--- config.mk ---
export PLATFORM = sky130hd
export DESIGN_NAME = multicycle_processor
export DESIGN_NICKNAME = d
export VERILOG_FILES = /design/src/rtl/multicycle_processor.sv
export SDC_FILE = /design/constraint.sdc
export NUM_CORES = 1
export LEC_CHECK = 0
export ABC_CLOCK_PERIOD_IN_PS = 14400
export CAP_MARGIN = 20
export CORE_UTILIZATION = 40
export DETAILED_ROUTE_END_ITERATION = 10
export PLACE_DENSITY = 0.56
export SETUP_SLACK_MARGIN = 0.05
export SYNTH_ARGS = -nofsm -noshare
export SYNTH_HDL_FRONTEND = slang
export SYNTH_SLANG_ARGS = --single-unit
--- constraint.sdc ---
create_clock -name clk -period 14.4 [get_ports clk]
set_input_delay 2.16 -clock clk [delete_from_list [all_inputs] [get_ports clk]]
set_output_delay 2.16 -clock clk [all_outputs]
set_load 0.01 [all_outputs]
--- src/rtl/multicycle_processor.sv ---
// -----------------------------------------------------------------------------
// multicycle_processor
//
// Small multicycle load/store core with 16-bit instructions. Each instruction
// walks FETCH -> DECODE -> EXEC -> (MEM) -> (WB). One memory port is shared by
// instruction fetch and data access. It uses a req/ack handshake: the request
// stays asserted, with stable outputs, until the memory acknowledges it.
//
// Parameters
//   DATA_W   : register, ALU and memory data width (16..64)
//   ADDR_W   : PC and memory address width (8..DATA_W)
//   RESET_PC : PC value loaded on reset
//
// Ports
//   clk        : clock, rising edge
//   reset      : asynchronous, active-high reset
//   mem_req    : memory request, held until mem_ack
//   mem_we     : 1 = store, 0 = fetch or load
//   mem_addr   : byte address of the access
//   mem_wdata  : store data
//   mem_rdata  : read data, sampled on the edge where mem_ack = 1
//   mem_ack    : access complete
//   pc         : current program counter (debug)
//   halted     : core has executed halt and stopped
//   illegal    : sticky flag, an undefined opcode was decoded
//
// Optional build macro PROC_PERF_CNT_EN adds two ports:
//   cycle_cnt  : 32-bit count of active, non-halted cycles
//   instr_cnt  : 32-bit count of completed instructions, halt included
// -----------------------------------------------------------------------------
module multicycle_processor #(
    parameter int                DATA_W   = 16,
    parameter int                ADDR_W   = 16,
    parameter logic [ADDR_W-1:0] RESET_PC = '0
) (
    input  logic              clk,
    input  logic              reset,
    output logic              mem_req,
    output logic              mem_we,
    output logic [ADDR_W-1:0] mem_addr,
    output logic [DATA_W-1:0] mem_wdata,
    input  logic [DATA_W-1:0] mem_rdata,
    input  logic              mem_ack,
    output logic [ADDR_W-1:0] pc,
    output logic              halted,
    output logic              illegal
`ifdef PROC_PERF_CNT_EN
    ,
    output logic [31:0]       cycle_cnt,
    output logic [31:0]       instr_cnt
`endif
);

    typedef enum logic [2:0] {
        ST_FETCH, ST_DECODE, ST_EXEC, ST_MEM, ST_WB, ST_HALT
    } state_e;

    localparam logic [3:0] OP_RTYPE = 4'h0;
    localparam logic [3:0] OP_ADDI  = 4'h1;
    localparam logic [3:0] OP_LW    = 4'h2;
    localparam logic [3:0] OP_SW    = 4'h3;
    localparam logic [3:0] OP_BEQ   = 4'h4;
    localparam logic [3:0] OP_BNE   = 4'h5;
    localparam logic [3:0] OP_JMP   = 4'h6;
    localparam logic [3:0] OP_HALT  = 4'hF;

    state_e              state_q, state_d;
    logic                active_q;            // 0 only in the first cycle after reset
    logic [ADDR_W-1:0]   pc_q, pc_d;
    logic [15:0]         ir_q, ir_d;
    logic [DATA_W-1:0]   a_q, a_d, b_q, b_d, imm_q, imm_d;
    logic [DATA_W-1:0]   alu_q, alu_d, md_q, md_d;
    logic                illegal_q, illegal_d;
    logic [DATA_W-1:0]   regs_q [16];
    logic                rf_we;
    logic [DATA_W-1:0]   rf_wdata;
    logic [DATA_W-1:0]   rtype_res;
    logic [DATA_W-1:0]   br_off, jmp_off;

    logic [3:0] op;
    assign op = ir_q[15:12];

    // Branch offsets are halfword counts; the shift and the truncation to
    // ADDR_W give wrap-around PC arithmetic.
    assign br_off  = imm_q << 1;
    assign jmp_off = {{(DATA_W-12){ir_q[11]}}, ir_q[11:0]} << 1;

    always_comb begin
        rtype_res = '0;
        case (ir_q[3:0])
            4'd0:    rtype_res = a_q + b_q;
            4'd1:    rtype_res = a_q - b_q;
            4'd2:    rtype_res = a_q & b_q;
            4'd3:    rtype_res = a_q | b_q;
            4'd4:    rtype_res = a_q ^ b_q;
            4'd5:    rtype_res = {{(DATA_W-1){1'b0}}, ($signed(a_q) < $signed(b_q))};
            default: rtype_res = '0;
        endcase
    end

    // NOTE: every signal assigned here gets a default first, so no path can
    // leave it unassigned and infer a latch.
    always_comb begin
        state_d   = state_q;
        pc_d      = pc_q;
        ir_d      = ir_q;
        a_d       = a_q;
        b_d       = b_q;
        imm_d     = imm_q;
        alu_d     = alu_q;
        md_d      = md_q;
        illegal_d = illegal_q;
        rf_we     = 1'b0;
        rf_wdata  = (op == OP_LW) ? md_q : alu_q;
        mem_req   = 1'b0;
        mem_we    = 1'b0;
        mem_addr  = pc_q;

        case (state_q)
            ST_FETCH: begin
                mem_req = active_q;
                if (active_q && mem_ack) begin
                    ir_d    = mem_rdata[15:0];
                    pc_d    = pc_q + ADDR_W'(2);
                    state_d = ST_DECODE;
                end
            end
            ST_DECODE: begin
                a_d     = regs_q[ir_q[7:4]];
                b_d     = regs_q[ir_q[11:8]];
                imm_d   = {{(DATA_W-4){ir_q[3]}}, ir_q[3:0]};
                state_d = ST_EXEC;
            end
            ST_EXEC: begin
                state_d = ST_FETCH;
                case (op)
                    OP_RTYPE: begin
                        alu_d   = rtype_res;
                        state_d = ST_WB;
                    end
                    OP_ADDI: begin
                        alu_d   = a_q + imm_q;
                        state_d = ST_WB;
                    end
                    OP_LW, OP_SW: begin
                        alu_d   = a_q + imm_q;
                        state_d = ST_MEM;
                    end
                    OP_BEQ:  if (a_q == b_q) pc_d = pc_q + br_off[ADDR_W-1:0];
                    OP_BNE:  if (a_q != b_q) pc_d = pc_q + br_off[ADDR_W-1:0];
                    OP_JMP:  pc_d = pc_q + jmp_off[ADDR_W-1:0];
                    OP_HALT: state_d = ST_HALT;
                    default: illegal_d = 1'b1;   // executes as a no-op
                endcase
            end
            ST_MEM: begin
                mem_req  = 1'b1;
                mem_we   = (op == OP_SW);
                mem_addr = alu_q[ADDR_W-1:0];
                if (mem_ack) begin
                    if (op == OP_SW) begin
                        state_d = ST_FETCH;
                    end else begin
                        md_d    = mem_rdata;
                        state_d = ST_WB;
                    end
                end
            end
            ST_WB: begin
                rf_we   = 1'b1;
                state_d = ST_FETCH;
            end
            ST_HALT: state_d = ST_HALT;
            default: state_d = ST_FETCH;
        endcase
    end

    // NOTE: sequential state uses non-blocking assignments so every register
    // samples pre-edge values, independent of statement order.
    always_ff @(posedge clk or posedge reset) begin
        if (reset) begin
            state_q   <= ST_FETCH;
            active_q  <= 1'b0;
            pc_q      <= RESET_PC;
            ir_q      <= '0;
            a_q       <= '0;
            b_q       <= '0;
            imm_q     <= '0;
            alu_q     <= '0;
            md_q      <= '0;
            illegal_q <= 1'b0;
        end else begin
            state_q   <= state_d;
            active_q  <= 1'b1;
            pc_q      <= pc_d;
            ir_q      <= ir_d;
            a_q       <= a_d;
            b_q       <= b_d;
            imm_q     <= imm_d;
            alu_q     <= alu_d;
            md_q      <= md_d;
            illegal_q <= illegal_d;
        end
    end

    // NOTE: the register file is reset to zero because software may read any
    // register before writing it; that rules out a reset-less RAM macro here.
    always_ff @(posedge clk or posedge reset) begin
        if (reset) begin
            for (int i = 0; i < 16; i++) regs_q[i] <= '0;
        end else if (rf_we) begin
            regs_q[ir_q[11:8]] <= rf_wdata;
        end
    end

    assign mem_wdata = b_q;
    assign pc        = pc_q;
    assign halted    = (state_q == ST_HALT);
    assign illegal   = illegal_q;

`ifdef PROC_PERF_CNT_EN
    logic        instr_done;
    logic [31:0] cycle_cnt_q, instr_cnt_q;

    // An instruction is complete on the edge that leaves its last state.
    always_comb begin
        instr_done = 1'b0;
        case (state_q)
            ST_EXEC: instr_done = !(op inside {OP_RTYPE, OP_ADDI, OP_LW, OP_SW});
            ST_MEM:  instr_done = mem_ack && (op == OP_SW);
            ST_WB:   instr_done = 1'b1;
            default: instr_done = 1'b0;
        endcase
    end

    always_ff @(posedge clk or posedge reset) begin
        if (reset) begin
            cycle_cnt_q <= '0;
            instr_cnt_q <= '0;
        end else begin
            if (active_q && state_q != ST_HALT) cycle_cnt_q <= cycle_cnt_q + 32'd1;
            if (instr_done)                     instr_cnt_q <= instr_cnt_q + 32'd1;
        end
    end

    assign cycle_cnt = cycle_cnt_q;
    assign instr_cnt = instr_cnt_q;
`endif

endmodule

==> impl_metrics.yaml <==
yosys:
  netlist_top_cells_area: "dfrtp_1 (43%), mux4_2 (17%), nand2_1 (5.0%), ha_1 (4.9%), o21ai_0 (4.8%)"
  synthCells: 2046
  yosysWarnings: 0
  synth_ff_type: "dfrtp_1"
  ys_async_sr_fraction_pct: 100.0
  synth-edff-count: 0
  netlist_area_um2: 21120
  synth_area_leader_cell: "dfrtp_1"
  synthesis.nets: 2152
  yosysMostFrequentCell: "dfrtp_1"
  syn_avg_cell_area_um2: 10.32
  ys_seq_elements: 360
  synth_common_cells: "dfrtp_1 (360), nand2_1 (279), o21ai_0 (204)"
  yosysTopAreaCellShare_pct: 42.65
  ys_types: 80
  yosysSeqAreaShare_pct: 42.65
sta:
  tightest_slew_ps: 1120
  fmax_mhz: 218.7
  holdWs_ps: 494.0
  fin_crit_sh_pct: 31.76
  final.setup_skew_ps: 15.74
  max_slew_margin_pct: 24.52
  setup_viol: 0
  hold_viol_final: 0
  fin_crit_ps: 4573
  tns_ps: 0
  grt_setup_unrepaired: "no"
  drv_slew: 0
  fin_ws_ps: 9827
final_layout:
  multi_input_area_um2: 11310
  fillers: 4838
  register_area_um2: 9020
  final_nets: 2166
  area_growth_pct: 13.26
  drive_gt1_share_pct: 16.78
global_route:
  grt_max_degree: 174
  grt_pass1_wl_um: 100700
  grt-ovfl-total: 0
  grtUsageTotal_pct: 24.91
  grt_pass1_vias: 16250
  grt_antenna_before_repair: 3
placed_design:
  post-dp-hpwl_um: 43740
  post-place-ws_ps: 9223
  gp_congestion: 0.9514
  io_buffers: 69
worst_setup_path:
  r2r-end: "pc[15]$_DFFE_PP0P_"
  r2r_cells: 14
  cpPeakStageDelay_ps: 550
  critPathTopFamily: "simple AND/OR/NAND/NOR gates"
  cp.arrival_ps: 2410
  ff2ff_setup_slack_ps: 10460
  critPathKind: "reg2out"
  worstSetupEndpointType: "output port"
  start_kind: "register"
  crit_chain: "nand2_1, or2_2, nor2_1, clkdlybuf4s50_1"
  cp.required_ps: 12240
  critPathBufInv: 1
  crit_fanout: 19
  r2r-start: "ir_q[13]$_DFFE_PP0P_"
  critPathSlowestCell: "clkdlybuf4s50_1"
clock_network:
  clk_latency_ps: 570
  cts_tree: "built"
  clockBufferDepth: 3
  clock-sinks: 360
  numCtsBuffers: 41
  path_clk_slew_ps: 70
  clockRootBuffer: "clkbuf_16"
  cts_resized: 0
  htree_levels: 2
  cts_setup_buffers: 0
  ctsHoldBuffers: 0
status:
  status: "finished, final reports clean"
floorplanning:
  start_util_pct: 40.84
  fp.dieH_um: 231.8
  rows: 83
  die_w_um: 231.8
  coreArea_um2: 51720
  die-area_um2: 53730
  num_io_pins: 71
routing:
  post_drt_wl_per_cell_um: 23.58
  wl_um: 65390
  drcViolationCount: 0
  antenna_left: 0
  vias: 16230
  drtPass1Iterations: 5
  vias_per_cell: 5.854
  initialDrtViolationCount: 1411
hold_path:
  min_to: "illegal$_DFFE_PP0P_"
  hold_path_depth: 1
  hp-class: "reg2reg"
  holdCritStartpoint: "illegal$_DFFE_PP0P_"
power_and_ir_drop:
  power.density_nw_per_um2: 223.9
  power.leakage_nw: 10.13
  finalPower_w: 0.005358
  ir_worst_vdd_uv: 185.0
run:
  drv_cap: 0
[metrics by stage]
| step | area (µm²) | cells | utilization (%) |
|---|---|---|---|
| after global placement | 22520 | 2693 | 43.55 |
| after global routing | 23920 | 2772 | 46.25 |
| after detailed placement | 22530 | 2694 | 43.56 |
| after floorplan | 21120 | 2046 | - |
| after CTS | 23870 | 2769 | 46.16 |
| final | 23920 | 2773 | 46.26 |
[placed cells by master, fill, tap and decap left out, types with 7 or more instances in the layout]
cell type	n
o21bai_1	9
nor2_1	192
mux2i_1	21
clkinv_2	10
nand3_1	14
o21ai_1	13
a21oi_1	201
inv_1	61
ha_1	83
nor3_1	20
clkbuf_1	10
nor4_1	7
buf_4	54
or3_1	11
nor2b_1	12
clkbuf_8	7
a21o_1	15
mux2_2	35
mux4_2	160
dfrtp_1	355
a211oi_1	7
o21ai_0	204
o21a_1	9
clkbuf_16	43
nand2_1	278
a31oi_1	13
xor2_1	11
nor2_2	7
xnor2_1	19
nand2b_1	8
clkdlybuf4s50_1	69
[cell type report]
| cell class | count | share of cell area (%) |
|---|---|---|
| multi-input cells | 1469 | 47.28 |
| diodes | 1 | 0.01046 |
| flip-flops and latches | 360 | 37.70 |
| clock inverters | 15 | 0.5596 |
| inverters | 62 | 1.004 |
| clock buffers | 60 | 5.058 |
| well taps | 680 | 3.556 |
| repair buffers | 126 | 4.833 |
[registers in the layout (all words and copies together), names as in the netlist]
signal     count
illegal        1
pc            15
alu_q         16
regs_q       256
mem_wdata     16
a_q           16
active_q       1
state_q        3
md_q          16
imm_q          4
ir_q          16
[power breakdown]
| part | internal, W | switching [W] |
|---|---|---|
| registers | 0.00130 | 0.000379 |
| clock network | 0.000619 | 0.000437 |
| logic | 0.00115 | 0.00147 |
[logic make-up after synthesis]
family	Yosys count	share of synthesized area, %
other cells	2	0.03555
xor+xnor	30	1.244
compound gates	539	14.62
buf+inv	217	4.040
simple gates	592	12.01
fa+ha+maj	87	5.296
mux	219	20.11
flops	360	42.65
[how the worst max path moves through the flow]
stage | depth (start not counted) | start | to
2_1_floorplan | 1 | reset | a_q[0]$_DFFE_PP0P_
3_3_place_gp | 4 | reset | a_q[14]$_DFFE_PP0P_
3_5_place_dp | 4 | reset | alu_q[12]$_DFFE_PP0P_
4_1_cts | 5 | state_q[1]$_DFFE_PP0P_ | mem_addr[9]
5_1_grt | 4 | reset | mem_wdata[1]$_DFFE_PP0P_
6_report | 4 | state_q[1]$_DFFE_PP0P_ | mem_we
[per-layer routing]
layer / wire length, µm / share of wire, % / vias to the layer above / GRT usage (%)
li1: - / - / 7415 / -
met1: 28360 / 43 / 8183 / 33.62
met5: 0 / 0 / - / 0
met4: 2731 / 4.2 / 0 / 10.26
met2: 31280 / 48 / 499 / 41.06
met3: 3014 / 4.6 / 135 / 2.505
Power figures use the tool's default switching activity.
